--- src/rtl/tt_sweep_pkg.sv ---
// Shared definitions for the truth-table sweep sequencer: FSM states,
// sweep geometry constants and the vote helper.
package tt_sweep_pkg;

    localparam int ROWS        = 16;
    localparam int VOTES       = 3;
    localparam int SYNC_STAGES = 2;

    typedef enum logic [2:0] {
        ST_IDLE   = 3'd0,
        ST_DRIVE  = 3'd1,
        ST_SETTLE = 3'd2,
        ST_SAMPLE = 3'd3,
        ST_EVAL   = 3'd4,
        ST_DONE   = 3'd5
    } state_e;

    // Two-of-three vote, used to reject a single bad sample of the gate output.
    function automatic logic majority3(input logic [VOTES-1:0] v);
        return (v[0] & v[1]) | (v[0] & v[2]) | (v[1] & v[2]);
    endfunction

endpackage

--- src/rtl/tt_sweep_sequencer_sync_2ff.sv ---
// Two-flop synchronizer bringing the asynchronous gate output into the clk domain.
module sync_2ff
    import tt_sweep_pkg::*;
(
    input  logic clk_i,
    input  logic rst_i,
    input  logic async_i,
    output logic sync_o
);

    logic [SYNC_STAGES-1:0] stage_q;

    // Shift the raw input through the flop chain; reset clears every stage.
    always_ff @(posedge clk_i) begin
        if (rst_i) begin
            stage_q <= '0;
        end else begin
            stage_q <= {stage_q[SYNC_STAGES-2:0], async_i};
        end
    end

    assign sync_o = stage_q[SYNC_STAGES-1];

endmodule

--- src/rtl/tt_sweep_sequencer.sv ---
// Truth-table sweep sequencer: drives all 16 input rows of a 4-input gate,
// majority-samples its synchronized output per row, assembles the observed
// table and compares it with the expected one.
module tt_sweep_sequencer
    import tt_sweep_pkg::*;
#(
    parameter logic [15:0] EXPECTED_TT   = 16'hB8AD,
    parameter int          SETTLE_CYCLES = 8
) (
    input  logic        clk,
    input  logic        rst,
    input  logic        start,
    input  logic        circuit_out,
    output logic        in1,
    output logic        in2,
    output logic        in3,
    output logic        in4,
    output logic        busy,
    output logic        done,
    output logic        pass,
    output logic [15:0] observed_tt,
    output logic [15:0] mismatch
);

    localparam logic [7:0] SETTLE_LOAD = 8'(SETTLE_CYCLES);
    localparam logic [3:0] LAST_ROW    = 4'(ROWS - 1);
    localparam logic [1:0] LAST_VOTE   = 2'(VOTES - 1);

    state_e      state_q,     state_d;
    logic [3:0]  row_q,       row_d;
    logic [7:0]  settle_q,    settle_d;
    logic [1:0]  sampleCnt_q, sampleCnt_d;
    logic [2:0]  vote_q,      vote_d;
    logic [3:0]  drive_q,     drive_d;
    logic        busy_q,      busy_d;
    logic        done_q,      done_d;
    logic        pass_q,      pass_d;
    logic [15:0] obs_q,       obs_d;
    logic [15:0] mis_q,       mis_d;
    logic        syncedOut;

    sync_2ff u_sync (
        .clk_i   (clk),
        .rst_i   (rst),
        .async_i (circuit_out),
        .sync_o  (syncedOut)
    );

    // Next-state logic for the sweep FSM and all datapath registers.
    always_comb begin
        state_d     = state_q;
        row_d       = row_q;
        settle_d    = settle_q;
        sampleCnt_d = sampleCnt_q;
        vote_d      = vote_q;
        drive_d     = drive_q;
        busy_d      = busy_q;
        done_d      = 1'b0;
        pass_d      = pass_q;
        obs_d       = obs_q;
        mis_d       = mis_q;

        case (state_q)
            ST_IDLE: begin
                // busy is still high here only during the done pulse cycle,
                // so a start arriving then is dropped rather than queued.
                if (busy_q) begin
                    busy_d = 1'b0;
                end else if (start) begin
                    obs_d   = '0;
                    mis_d   = '0;
                    pass_d  = 1'b0;
                    row_d   = '0;
                    busy_d  = 1'b1;
                    state_d = ST_DRIVE;
                end
            end
            ST_DRIVE: begin
                drive_d  = row_q;
                settle_d = SETTLE_LOAD;
                state_d  = ST_SETTLE;
            end
            ST_SETTLE: begin
                settle_d = settle_q - 8'd1;
                if (settle_q == 8'd1) begin
                    sampleCnt_d = '0;
                    state_d     = ST_SAMPLE;
                end
            end
            ST_SAMPLE: begin
                vote_d      = {vote_q[1:0], syncedOut};
                sampleCnt_d = sampleCnt_q + 2'd1;
                if (sampleCnt_q == LAST_VOTE) begin
                    state_d = ST_EVAL;
                end
            end
            ST_EVAL: begin
                obs_d[LAST_ROW - row_q] = majority3(vote_q);
                if (row_q == LAST_ROW) begin
                    state_d = ST_DONE;
                end else begin
                    row_d   = row_q + 4'd1;
                    state_d = ST_DRIVE;
                end
            end
            ST_DONE: begin
                done_d  = 1'b1;
                mis_d   = obs_q ^ EXPECTED_TT;
                pass_d  = (obs_q == EXPECTED_TT);
                state_d = ST_IDLE;
            end
            default: begin
                state_d = ST_IDLE;
            end
        endcase
    end

    // State and output registers; reset discards any partial sweep.
    always_ff @(posedge clk) begin
        if (rst) begin
            state_q     <= ST_IDLE;
            row_q       <= '0;
            settle_q    <= '0;
            sampleCnt_q <= '0;
            vote_q      <= '0;
            drive_q     <= '0;
            busy_q      <= 1'b0;
            done_q      <= 1'b0;
            pass_q      <= 1'b0;
            obs_q       <= '0;
            mis_q       <= '0;
        end else begin
            state_q     <= state_d;
            row_q       <= row_d;
            settle_q    <= settle_d;
            sampleCnt_q <= sampleCnt_d;
            vote_q      <= vote_d;
            drive_q     <= drive_d;
            busy_q      <= busy_d;
            done_q      <= done_d;
            pass_q      <= pass_d;
            obs_q       <= obs_d;
            mis_q       <= mis_d;
        end
    end

    assign in1         = drive_q[3];
    assign in2         = drive_q[2];
    assign in3         = drive_q[1];
    assign in4         = drive_q[0];
    assign busy        = busy_q;
    assign done        = done_q;
    assign pass        = pass_q;
    assign observed_tt = obs_q;
    assign mismatch    = mis_q;

endmodule

--- config.mk ---
export PLATFORM = sky130hd
export DESIGN_NAME = tt_sweep_sequencer
export DESIGN_NICKNAME = d
export VERILOG_FILES = /design/src/rtl/tt_sweep_pkg.sv /design/src/rtl/tt_sweep_sequencer_sync_2ff.sv /design/src/rtl/tt_sweep_sequencer.sv
export SDC_FILE = /design/constraint.sdc
export NUM_CORES = 1
export LEC_CHECK = 0
export BUFFER_PORTS_ARGS = -buffer_cell sky130_fd_sc_hd__clkbuf_2
export CORE_MARGIN = 2
export CORE_UTILIZATION = 55
export DETAILED_ROUTE_END_ITERATION = 10
export HOLD_SLACK_MARGIN = 0.08
export PLACE_DENSITY = 0.78
export SETUP_SLACK_MARGIN = 0.3
export SYNTH_ARGS = -nofsm -noshare
export SYNTH_HDL_FRONTEND = slang
export SYNTH_SLANG_ARGS = --single-unit
--- constraint.sdc ---
create_clock -name clk -period 4.2 [get_ports clk]
set_input_delay 0.84 -clock clk [delete_from_list [all_inputs] [get_ports clk]]
set_output_delay 0.84 -clock clk [all_outputs]
set_load 0.005 [all_outputs]
==> results.json <==
{
  "clock.fmax_mhz": 438.6,
  "synthAdderAreaFrac": 0.03447,
  "holdCritStartpoint": "u_sync.stage_q[0]$_SDFF_PP0_",
  "muxShareOfSynthArea": 0.008863,
  "die_height_um": 71.98,
  "combinationalPowerShare": 0.162,
  "start_kind": "register",
  "finalSetupViolCount": 0,
  "synth_area_um2": 2541,
  "swShare": 0.2906,
  "syn_inst": 274,
  "antenna_found_initial": 0,
  "slew_headroom": 0.5831,
  "ir_drop_v": 0.0003184,
  "hold_viol_final": 0,
  "synthFlopType": "dfxtp_1",
  "syn_avg_cell_area_um2": 9.274,
  "switchingPower_uw": 405.2,
  "track_usage": 0.2158,
  "place_area_um2": 2745,
  "skew_ns": 0.005265,
  "cts_setup_buffers": 0,
  "cts_buffer_depth": 2,
  "synth_xor_xnor_area_share": 0,
  "cts_sinks": 61,
  "io_buffers": 42,
  "ys_ff_latch": 61,
  "drt-initial-drc-count": 157,
  "async_flop_share": 0,
  "die_w_um": 71.98,
  "final_area_um2": 2935,
  "synth_cell_types": 46,
  "power.internal_uw": 989.4,
  "syn2layout_area_growth_pct": 15.51,
  "worstPathRequired_ns": 4.46,
  "firstDrtPassIters": 4,
  "hold-path-cell-count": 1,
  "p_clk_frac": 0.361,
  "seq_area_frac_synth": 0.4806,
  "synth_area_leaders": "dfxtp_1 (48%), nand3_1 (7.1%), a21oi_1 (4.1%), ha_1 (3.4%), o2bb2ai_1 (3.1%)",
  "rr_startpoint": "state_q[0]$_SDFFE_PP0P_",
  "fin_crit_sh": 0.5429,
  "reg2reg_to": "mismatch[15]$_SDFFE_PP0P_",
  "yosys.area.top_type": "dfxtp_1",
  "placed_cells": 355,
  "end_kind": "register",
  "cts.repair.resized": 0,
  "rows": 24,
  "vias": 2147,
  "reg2reg_setup_slack_ns": 1.92,
  "rsz0062_at_grt": "no",
  "cts_tree": "yes",
  "slowest_delay_ns": 0.72,
  "cpLargestDelayFamily": "flip-flops",
  "seqPwrFrac": 0.478,
  "holdWs_ns": 0.4364,
  "cellLeakagePower_uw": 0.001106,
  "p_per_area_nw_per_um2": 475.1,
  "cts-root-buf": "clkbuf_8",
  "crit_fanout": 17,
  "grt_pass1_wl_mm": 8.852,
  "instances_no_fill": 370,
  "coreArea_um2": 4414,
  "remaining_drc_errors": 0,
  "ant_nets": 0,
  "numCtsBuffers": 9,
  "grt_pass1_vias": 1875,
  "cap_viol_max_count": 0,
  "synth_compound_area_frac": 0.1743,
  "clkTransAtPathRegs_ns": 0.07,
  "grt_max_degree": 32,
  "wl_mm": 5.190,
  "gp_congestion": 0.8339,
  "layout_setup_ws_ns": 1.920,
  "ios": 43,
  "synth_nets": 285,
  "grt-ovfl-total": 0,
  "crit_chain": "nor3_2 > a21oi_4 > nor2b_1 > buf_4 > o2bb2ai_1",
  "yosys_warnings": 0,
  "synth-edff-count": 0,
  "wl_per_cell_um": 14.03,
  "yosys.area_share.simple": 0.2560,
  "slew_viol_final": 0,
  "path_buf_inv": 1,
  "worstPathArrival_ns": 2.54,
  "clk_latency_ns": 0.33,
  "h-tree-depth": 3,
  "holdBufCountCts": 0,
  "whs_endpoint": "u_sync.stage_q[1]$_SDFF_PP0_",
  "diodes": 0,
  "start_util": 0.5757,
  "detail_route.vias_per_cell": 5.803,
  "holdCritPathClass": "reg -> reg",
  "dpl_worst_slack_ns": 1.697,
  "die-area_um2": 5180,
  "drive_gt1_frac": 0.2233,
  "tightest_slew_ns": 0.6244,
  "synth_top_area_share": 0.4806,
  "path_class": "reg -> reg",
  "setup_tns_ns": 0,
  "reg2reg_depth": 5,
  "dpl.hpwl_mm": 3.676,
  "synth_top_family_by_area": "simple AND/OR/NAND/NOR gates",
  "nNetsFinal": 325,
  "status": "complete, no violations",
  "critPathSlowestCell": "dfxtp_1",
  "min_period_ns": 2.280
}
metal layers:
layer  track usage  up-vias  wire (um)
li1              -     1087          -
met5             0        -          0
met3       0.05278        7        208
met2        0.3107       48       2307
met4       0.09853        0         60
met1        0.3069     1005       2614
worst register-to-register path, stage by stage, from the launching register on:
cell and delay (ns):
dfxtp_1 0.72, nor3_2 0.17, a21oi_4 0.43, nor2b_1 0.49, buf_4 0.27, o2bb2ai_1 0.13
cell families after synthesis:
kind of cell | after synthesis
buffers and inverters | 23
and+or+nand+nor | 112
adders and majority gates | 7
DFF | 61
AOI/OAI and AO/OA | 69
muxes | 2
through the flow:
stage                       util  power (uW)
final                     0.6650        1395
after global routing      0.6650        1467
after CTS                 0.6650        1400
after detailed placement  0.6219       902.0
after global placement    0.6219       894.1
after floorplan                -       862.8
flip-flops by register name (all words and copies together), names as in the netlist, 3 cells and up:
register and flops:
drive_q 4, vote_q 3, state_q 3, mismatch 16, row_q 4, settle_q 8, observed_tt 16
worst max path at each step:
stage	startpoint	end	depth (start not counted)	slack, ns
after floorplan	start	mismatch[14]$_SDFFE_PP0P_	6	2.24
after global placement	start	mismatch[2]$_SDFFE_PP0P_	6	1.77
after detailed placement	start	mismatch[15]$_SDFFE_PP0P_	6	1.70
after CTS	state_q[0]$_SDFFE_PP0P_	mismatch[15]$_SDFFE_PP0P_	5	1.92
after global routing	state_q[0]$_SDFFE_PP0P_	mismatch[0]$_SDFFE_PP0P_	5	1.72
final	state_q[0]$_SDFFE_PP0P_	mismatch[15]$_SDFFE_PP0P_	5	1.92
final cells by class:
| cell class | instances | area, um^2 |
|---|---|---|
| fill | 378 | 1479 |
| sequential | 61 | 1221 |
| multi-input combinational | 190 | 1204 |
| timing repair buffer | 44 | 225.2 |
| clock buffer | 11 | 141.4 |
| tap | 52 | 65.06 |
| clock inverter | 4 | 48.80 |
| inverter | 8 | 30.03 |
power groups by stage:
| stage | Clock (uW) | Combinational (uW) | Sequential (uW) |
|---|---|---|---|
| floorplan | 0 | 207 | 656 |
| detailed placement | 0 | 224 | 678 |
| global route | 538 | 255 | 674 |
| CTS | 510 | 224 | 665 |
| global placement | 0 | 218 | 676 |
| finish | 503 | 225 | 666 |
Yosys cell counts (all sizes together) (3+ instances only):
library cell	n
a21oi	22
a22o	7
buf	8
clkbuf	7
dfxtp	61
ha	7
inv	8
nand2	20
nand2b	3
nand3	36
nand4	7
nand4b	4
nor2	11
nor2b	7
nor3	3
nor3b	4
nor4	4
o21ai	22
o2bb2ai	9
or3	4
placed cells by master (no fill, tap or decap), types with 3 or more instances in the layout:
| cell | Yosys | final |
|---|---|---|
| nand2b_1 | 3 | 3 |
| o2bb2ai_1 | 9 | 9 |
| clkbuf_2 | 0 | 42 |
| o21ai_0 | 10 | 10 |
| clkbuf_8 | 0 | 10 |
| o21ai_1 | 12 | 12 |
| dfxtp_1 | 61 | 61 |
| ha_1 | 7 | 7 |
| nor2_1 | 10 | 10 |
| or3_1 | 4 | 4 |
| nor2b_1 | 7 | 7 |
| nand3_1 | 36 | 36 |
| nand4b_1 | 4 | 4 |
| a22o_1 | 7 | 7 |
| nand2_1 | 20 | 20 |
| nand4_1 | 7 | 7 |
| a21oi_1 | 21 | 21 |
| inv_1 | 7 | 7 |
(Power assumes the default switching activity.)
